[config.mk]
export PLATFORM = sky130hd
export DESIGN_NAME = decoder_host_if
export DESIGN_NICKNAME = d
export VERILOG_FILES = /design/src/rtl/decoder_host_if.sv
export SDC_FILE = /design/constraint.sdc
export NUM_CORES = 1
export LEC_CHECK = 0
export ABC_AREA = 1
export ABC_CLOCK_PERIOD_IN_PS = 2400
export CAP_MARGIN = 20
export CORE_MARGIN = 1
export CORE_UTILIZATION = 50
export CTS_CLUSTER_DIAMETER = 40
export CTS_CLUSTER_SIZE = 10
export DETAILED_ROUTE_END_ITERATION = 10
export MAX_ROUTING_LAYER = met4
export PLACE_DENSITY = 0.85
export SLEW_MARGIN = 20
export SYNTH_ARGS = -nofsm -noshare
export SYNTH_HDL_FRONTEND = slang
export SYNTH_SLANG_ARGS = --single-unit
[constraint.sdc]
create_clock -name clk -period 2.4 [get_ports clk]
set_input_delay 0.72 -clock clk [delete_from_list [all_inputs] [get_ports clk]]
set_output_delay 0.72 -clock clk [all_outputs]
set_load 0.01 [all_outputs]
[src/rtl/decoder_host_if.sv]
// Host-side adapter for the min-sum decoder: chunked LLR frame load, result request and codeword reassembly.
// Optional watchdog on the result path is built in when DEC_HOST_WDOG_EN is defined.
module decoder_host_if #(
    parameter int WIDTH_IN    = 6,
    parameter int N_LLRS      = 4,
    parameter int WIDTH_OUT   = 4,
    parameter int N_V         = 10,
    parameter int TIMEOUT_CYC = 1024
) (
    input  logic                        clk,
    input  logic                        rst,
    input  logic [WIDTH_IN*N_V-1:0]     frame_llrs,
    input  logic                        frame_valid,
    output logic                        frame_ready,
    output logic [N_V-1:0]              cw_out,
    output logic                        cw_valid,
    input  logic                        cw_ready,
    output logic [N_LLRS*WIDTH_IN-1:0]  dec_databus_in,
    output logic                        dec_first_data,
    output logic                        dec_data_valid,
    output logic                        dec_first_data_out,
    input  logic [WIDTH_OUT-1:0]        dec_databus_out,
    input  logic                        dec_data_valid_out,
    input  logic                        dec_out_ready,
    input  logic                        dec_busy,
    output logic                        err
);

    localparam int FRAME_W         = WIDTH_IN * N_V;
    localparam int CHUNK_W         = N_LLRS * WIDTH_IN;
    localparam int L_SEG           = (N_V - 1) / N_LLRS;
    localparam int FIRST_CHUNK     = ((N_V - 1) % N_LLRS + 1) * WIDTH_IN;
    localparam int L_SEG_OUT       = (N_V - 1) / WIDTH_OUT;
    localparam int FIRST_CHUNK_OUT = (N_V - 1) % WIDTH_OUT + 1;
    localparam int SEG_CNT_W       = $clog2(L_SEG + 2);
    localparam int WORD_CNT_W      = $clog2(L_SEG_OUT + 2);

    localparam logic [SEG_CNT_W-1:0]  SEG_LAST  = SEG_CNT_W'(L_SEG);
    localparam logic [WORD_CNT_W-1:0] WORD_LAST = WORD_CNT_W'(L_SEG_OUT);

    typedef enum logic [2:0] {
        ST_IDLE,
        ST_SEND_F,
        ST_SEND,
        ST_WAIT_RDY,
        ST_RECV,
        ST_HOLD
    } state_t;

    state_t                 state;
    state_t                 state_nxt;
    logic [FRAME_W-1:0]     llr_shift;
    logic [SEG_CNT_W-1:0]   seg_cnt;
    logic [WORD_CNT_W-1:0]  word_cnt;
    logic [N_V-1:0]         cw_shift;
    logic [N_V-1:0]         cw_next;
    logic                   timeout;

    // Word 0 carries only the top FIRST_CHUNK_OUT codeword bits; its upper bits are don't-care.
    function automatic logic [N_V-1:0] merge_word(input logic             first,
                                                  input logic [N_V-1:0]   acc,
                                                  input logic [WIDTH_OUT-1:0] word);
        if (first) begin
            return N_V'(word[FIRST_CHUNK_OUT-1:0]);
        end
        return (acc << WIDTH_OUT) | N_V'(word);
    endfunction

    assign cw_next = merge_word(word_cnt == '0, cw_shift, dec_databus_out);

    always_ff @(posedge clk or negedge rst) begin
        if (!rst) begin
            state <= ST_IDLE;
        end else begin
            state <= state_nxt;
        end
    end

    always_comb begin
        state_nxt          = state;
        frame_ready        = 1'b0;
        dec_first_data     = 1'b0;
        dec_data_valid     = 1'b0;
        dec_databus_in     = '0;
        dec_first_data_out = 1'b0;
        case (state)
            ST_IDLE: begin
                frame_ready = rst;
                if (frame_valid && frame_ready) begin
                    state_nxt = ST_SEND_F;
                end
            end
            ST_SEND_F: begin
                if (!dec_busy) begin
                    dec_first_data                   = 1'b1;
                    dec_data_valid                   = 1'b1;
                    dec_databus_in[FIRST_CHUNK-1:0]  = llr_shift[FRAME_W-1 -: FIRST_CHUNK];
                    state_nxt = (L_SEG == 0) ? ST_WAIT_RDY : ST_SEND;
                end
            end
            ST_SEND: begin
                dec_data_valid = 1'b1;
                dec_databus_in = llr_shift[FRAME_W-1 -: CHUNK_W];
                if (seg_cnt == SEG_LAST) begin
                    state_nxt = ST_WAIT_RDY;
                end
            end
            ST_WAIT_RDY: begin
                if (dec_out_ready) begin
                    dec_first_data_out = 1'b1;
                    state_nxt          = ST_RECV;
                end else if (timeout) begin
                    state_nxt = ST_IDLE;
                end
            end
            ST_RECV: begin
                if (dec_data_valid_out) begin
                    if (word_cnt == WORD_LAST) begin
                        state_nxt = ST_HOLD;
                    end
                end else if (timeout) begin
                    state_nxt = ST_IDLE;
                end
            end
            ST_HOLD: begin
                if (cw_ready) begin
                    state_nxt = ST_IDLE;
                end
            end
            default: state_nxt = ST_IDLE;
        endcase
    end

    // Load path: the frame is consumed MSB-first, so the top of the shift register is always the next chunk.
    always_ff @(posedge clk or negedge rst) begin
        if (!rst) begin
            llr_shift <= '0;
            seg_cnt   <= '0;
            word_cnt  <= '0;
            cw_shift  <= '0;
            cw_out    <= '0;
            cw_valid  <= 1'b0;
        end else begin
            case (state)
                ST_IDLE: begin
                    if (frame_valid && frame_ready) begin
                        llr_shift <= frame_llrs;
                        seg_cnt   <= '0;
                    end
                end
                ST_SEND_F: begin
                    if (!dec_busy) begin
                        llr_shift <= llr_shift << FIRST_CHUNK;
                        seg_cnt   <= SEG_CNT_W'(1);
                    end
                end
                ST_SEND: begin
                    llr_shift <= llr_shift << CHUNK_W;
                    seg_cnt   <= seg_cnt + SEG_CNT_W'(1);
                end
                ST_WAIT_RDY: begin
                    if (dec_out_ready) begin
                        word_cnt <= '0;
                    end
                end
                ST_RECV: begin
                    if (dec_data_valid_out) begin
                        cw_shift <= cw_next;
                        word_cnt <= word_cnt + WORD_CNT_W'(1);
                        if (word_cnt == WORD_LAST) begin
                            cw_out   <= cw_next;
                            cw_valid <= 1'b1;
                        end
                    end
                end
                ST_HOLD: begin
                    if (cw_ready) begin
                        cw_valid <= 1'b0;
                    end
                end
                default: ;
            endcase
        end
    end

`ifdef DEC_HOST_WDOG_EN
    localparam int WD_W = $clog2(TIMEOUT_CYC + 1);

    logic [WD_W-1:0] wd_cnt;
    logic            wd_run;

    assign wd_run  = (state == ST_WAIT_RDY) || (state == ST_RECV);
    assign timeout = wd_run && (wd_cnt == WD_W'(TIMEOUT_CYC - 1));

    // Restarts on entering WAIT_RDY/RECV and on every received word; only a timeout leads back to IDLE from here.
    always_ff @(posedge clk or negedge rst) begin
        if (!rst) begin
            wd_cnt <= '0;
            err    <= 1'b0;
        end else begin
            if (!wd_run || (state_nxt != state) || ((state == ST_RECV) && dec_data_valid_out)) begin
                wd_cnt <= '0;
            end else begin
                wd_cnt <= wd_cnt + WD_W'(1);
            end
            if (wd_run && (state_nxt == ST_IDLE)) begin
                err <= 1'b1;
            end
        end
    end
`else
    assign timeout = 1'b0;
    assign err     = 1'b0;

    // TIMEOUT_CYC has no effect without the watchdog.
    if (TIMEOUT_CYC < 1) begin : g_wdog_limit_unused
    end
`endif

endmodule
==> flow_summary_export.csv <==
group,metric,value,unit
sta,clock.fmax,402,MHz
critical_path,ff2ff_path_depth,10,
finish,antenna_cells,0,
synthesis,synthArstFlopShare,100,%
sta,setup_viol_count_final,8,
detailed_routing,wirelength,12200,um
synthesis,synthCells,666,
synthesis,synth_top_area_share,45.4,%
clocking,cts_tree,"built",
sta,rsz0062_at_grt,"yes",
detailed_routing,vias_per_cell,5.13,
clocking,cts_hold_buf,0,
synthesis,synthMuxAreaShare,0,%
finish,areaGrowthSynthToFinish,31.4,%
synthesis,yosys_warnings,0,
status,outcome,"complete, but fails checks",
global_route,antenna_found_initial,0,
global_route,grt_pass1_wl,20600,um
place,dpl-instance-area,5760,um2
place,dp.cells,868,
die,core_area,8850,um2
sta,slew_violations,0,
critical_path,r2r-end,"llr_shift[24]$_DFFE_PN0P_",
die,io_pins,111,
sta,maxSlewHeadroom,49.2,%
synthesis,postSynthRegisterBits,84,
finish,nFillCells,711,
detailed_routing,first_iter_violations,376,
sta,finalCriticalPeriod,2.49,ns
clocking,numCtsBuffers,9,
status,violations,"design-rule violations, negative setup slack",
critical_path,crit_path_start,"state[0]$_DFFE_PN0P_",
power_and_ir_drop,irDropWorstVdd,0.754,mV
finish,fin_area,6080,um2
critical_path,reg2reg_slack,0.49,ns
critical_path,cp-start-kind,"flop",
global_route,grt_max_degree,85,
flow_run,cap_violations,0,
detailed_routing,drtAntennaViolNets,0,
critical_path,endpoint,"dec_databus_in[1]",
worst_hold_path,hold_path_class,"flop to flop",
synthesis,yosys.area.top_type,"dfrtp_1",
die,die-area,9650,um2
clocking,clk_path_buf_depth,2,
finish,drive_gt1_share,11.5,%
synthesis,yosysMostFrequentCell,"nand2_1",
clocking,htree_levels,3,
die,num_rows,34,
synthesis,synth_common_cells,"nand2_1 (384), dfrtp_1 (84), nand3_1 (48), inv_1 (34), nor2_1 (23)",
finish,nets,854,
clocking,clock_latency,0.35,ns
synthesis,yosys.area_share.adder,0.811,%
synthesis,synth.avg_cell_area,6.95,um2
critical_path,crit_type,"flop to primary output",
sta,hold_viol_final,0,
clocking,root_buffer,"clkbuf_8",
place,port_buffers,109,
critical_path,critPathMaxFanout,5,
synthesis,synth_edf_count,0,
finish,instances_no_fill,893,
synthesis,synth_simple_gate_area_share,40.6,%
critical_path,worstPathRequired,1.68,ns
sta,timing.hold.ws,0.485,ns
synthesis,seq_area_frac_synth,45.4,%
clocking,clk_pin_slew,0.08,ns
die,start_util,52.3,%
synthesis,netlist_area,4630,um2
power_and_ir_drop,power_density,1220,nW/um2
critical_path,worstPathArrival,1.77,ns
sta,setup_slack,-0.0880,ns
global_route,grt_pass1_vias,4385,
synthesis,yosys-top-cells-area,"dfrtp_1 (45%), nand2_1 (31%), nand3_1 (5.2%)",
place,place_ws,-0.539,ns
critical_path,setup.worst_path.end_class,"primary output",
synthesis,syn_nets,740,
synthesis,synthXorXnorAreaFrac,0,%
synthesis,synth_compound_area_share,4.08,%
die,die_h,98.2,um
detailed_routing,dr.pass1.iters,8,
global_route,grt-ovfl-total,0,
global_route,grtUsageTotal,27.4,%
sta,fin_crit_sh,104,%
place,dpl.hpwl,8240,um
detailed_routing,vias,4581,
clocking,cts_sinks,84,
die,dieWidth,98.2,um
place,gp_congestion,0.854,
detailed_routing,wire_per_inst,13.6,um
detailed_routing,drc_errors,10,
worst_hold_path,holdPathStages,2,
sta,tightest_slew,0.763,ns
synthesis,synth_ff_type,"dfrtp_1",
synthesis,synth_top_family_by_area,"simple AND/OR/NAND/NOR gates",
critical_path,rr_startpoint,"state[1]$_DFFE_PN0P_",
power_and_ir_drop,p_leak,3.28,nW
sta,fin_skew,0.00658,ns
synthesis,synth_cell_type_count,25,
cell families after synthesis:
kind of cell / Yosys count
AOI/OAI and AO/OA: 36
buffers and inverters: 76
DFF: 84
other: 1
and+or+nand+nor: 466
adders and majority gates: 3
cell usage in the layout (no fill, tap or decap), types with 6 or more instances in the layout:
cell type        synthesis  layout
nor2_1                  23      23
dfrtp_1                 84      84
buf_6                   13       6
inv_1                   34      33
o21ai_2                  2      12
clkbuf_8                 0       9
dlygate4sd2_1            0      12
buf_4                    5      21
nand3_1                 48      47
inv_2                    7       7
clkdlybuf4s50_1          0      79
o21ai_0                 19      17
buf_2                   14      12
nand2_1                384     383
how the worst min path moves through the flow:
stage                                   start                        end  slack, ns
floorplan                                 rst      cw_out[0]$_DFFE_PN0P_       0.42
global placement        cw_out[3]$_DFFE_PN0P_      cw_out[3]$_DFFE_PN0P_       0.46
detailed placement      cw_out[4]$_DFFE_PN0P_      cw_out[4]$_DFFE_PN0P_       0.46
CTS                     cw_out[2]$_DFFE_PN0P_      cw_out[2]$_DFFE_PN0P_       0.49
global route        llr_shift[52]$_DFFE_PN0P_  llr_shift[52]$_DFFE_PN0P_       0.51
finish                  cw_out[4]$_DFFE_PN0P_      cw_out[4]$_DFFE_PN0P_       0.48
power breakdown:
part,internal [mW],leakage [nW],switching [mW]
registers,1.94,1.10,0.363
logic,1.42,2.07,2.47
clock network,0.694,0.117,0.514
state kept, by name, indices dropped and copies added, names as in the netlist:
| signal | cells |
|---|---|
| llr_shift | 60 |
| cw_out | 10 |
| cw_shift | 6 |
| state | 3 |
| seg_cnt | 2 |
| word_cnt | 2 |
| cw_valid | 1 |
timing repair:
action,in CTS,in global routing
endpoints found under the hold margin,0,0
gates cloned,1,0
pin swaps,2,3
gates resized for setup,80,18
setup endpoints to repair,28,22
setup buffers,6,2
worst max-delay path: stages (launching register included):
cell and delay (ns):
dfrtp_1 0.38, inv_2 0.07, nor2_4 0.13, nand2_4 0.08, buf_6 0.12, or2_4 0.25
buf_6 0.14, o21ai_1 0.10, buf_2 0.14
layout make-up:
class | instances | area, um2 | share of cell area [%]
Sequential cell | 84 | 2100 | 34.6
Inverter | 41 | 156 | 2.57
Multi-Input combinational cell | 507 | 2170 | 35.7
Timing Repair Buffer | 137 | 1280 | 21.0
Clock buffer | 10 | 128 | 2.10
Tap cell | 108 | 135 | 2.22
Clock inverter | 6 | 111 | 1.83
metal layers:
metal / vias to the layer above / GRT usage, % / wire [um]
met4: 0 / 9.07 / 259
met3: 25 / 4.08 / 867
met1: 2110 / 37.2 / 5470
met2: 183 / 42.4 / 5580
li1: 2263 / - / -
met5: - / - / 0
through the flow:
| stage | setup TNS, ns | util, % | power (mW) |
|---|---|---|---|
| 2_1_floorplan | 0 | - | 5.10 |
| 3_3_place_gp | -6.72 | 65.1 | 5.93 |
| 3_5_place_dp | -6.95 | 65.1 | 6.04 |
| 4_1_cts | -0.396 | 68.0 | 7.30 |
| 5_1_grt | -1.25 | 68.7 | 8.07 |
| 6_report | -0.412 | 68.7 | 7.40 |
No activity file was read; power rests on OpenSTA's default activity.
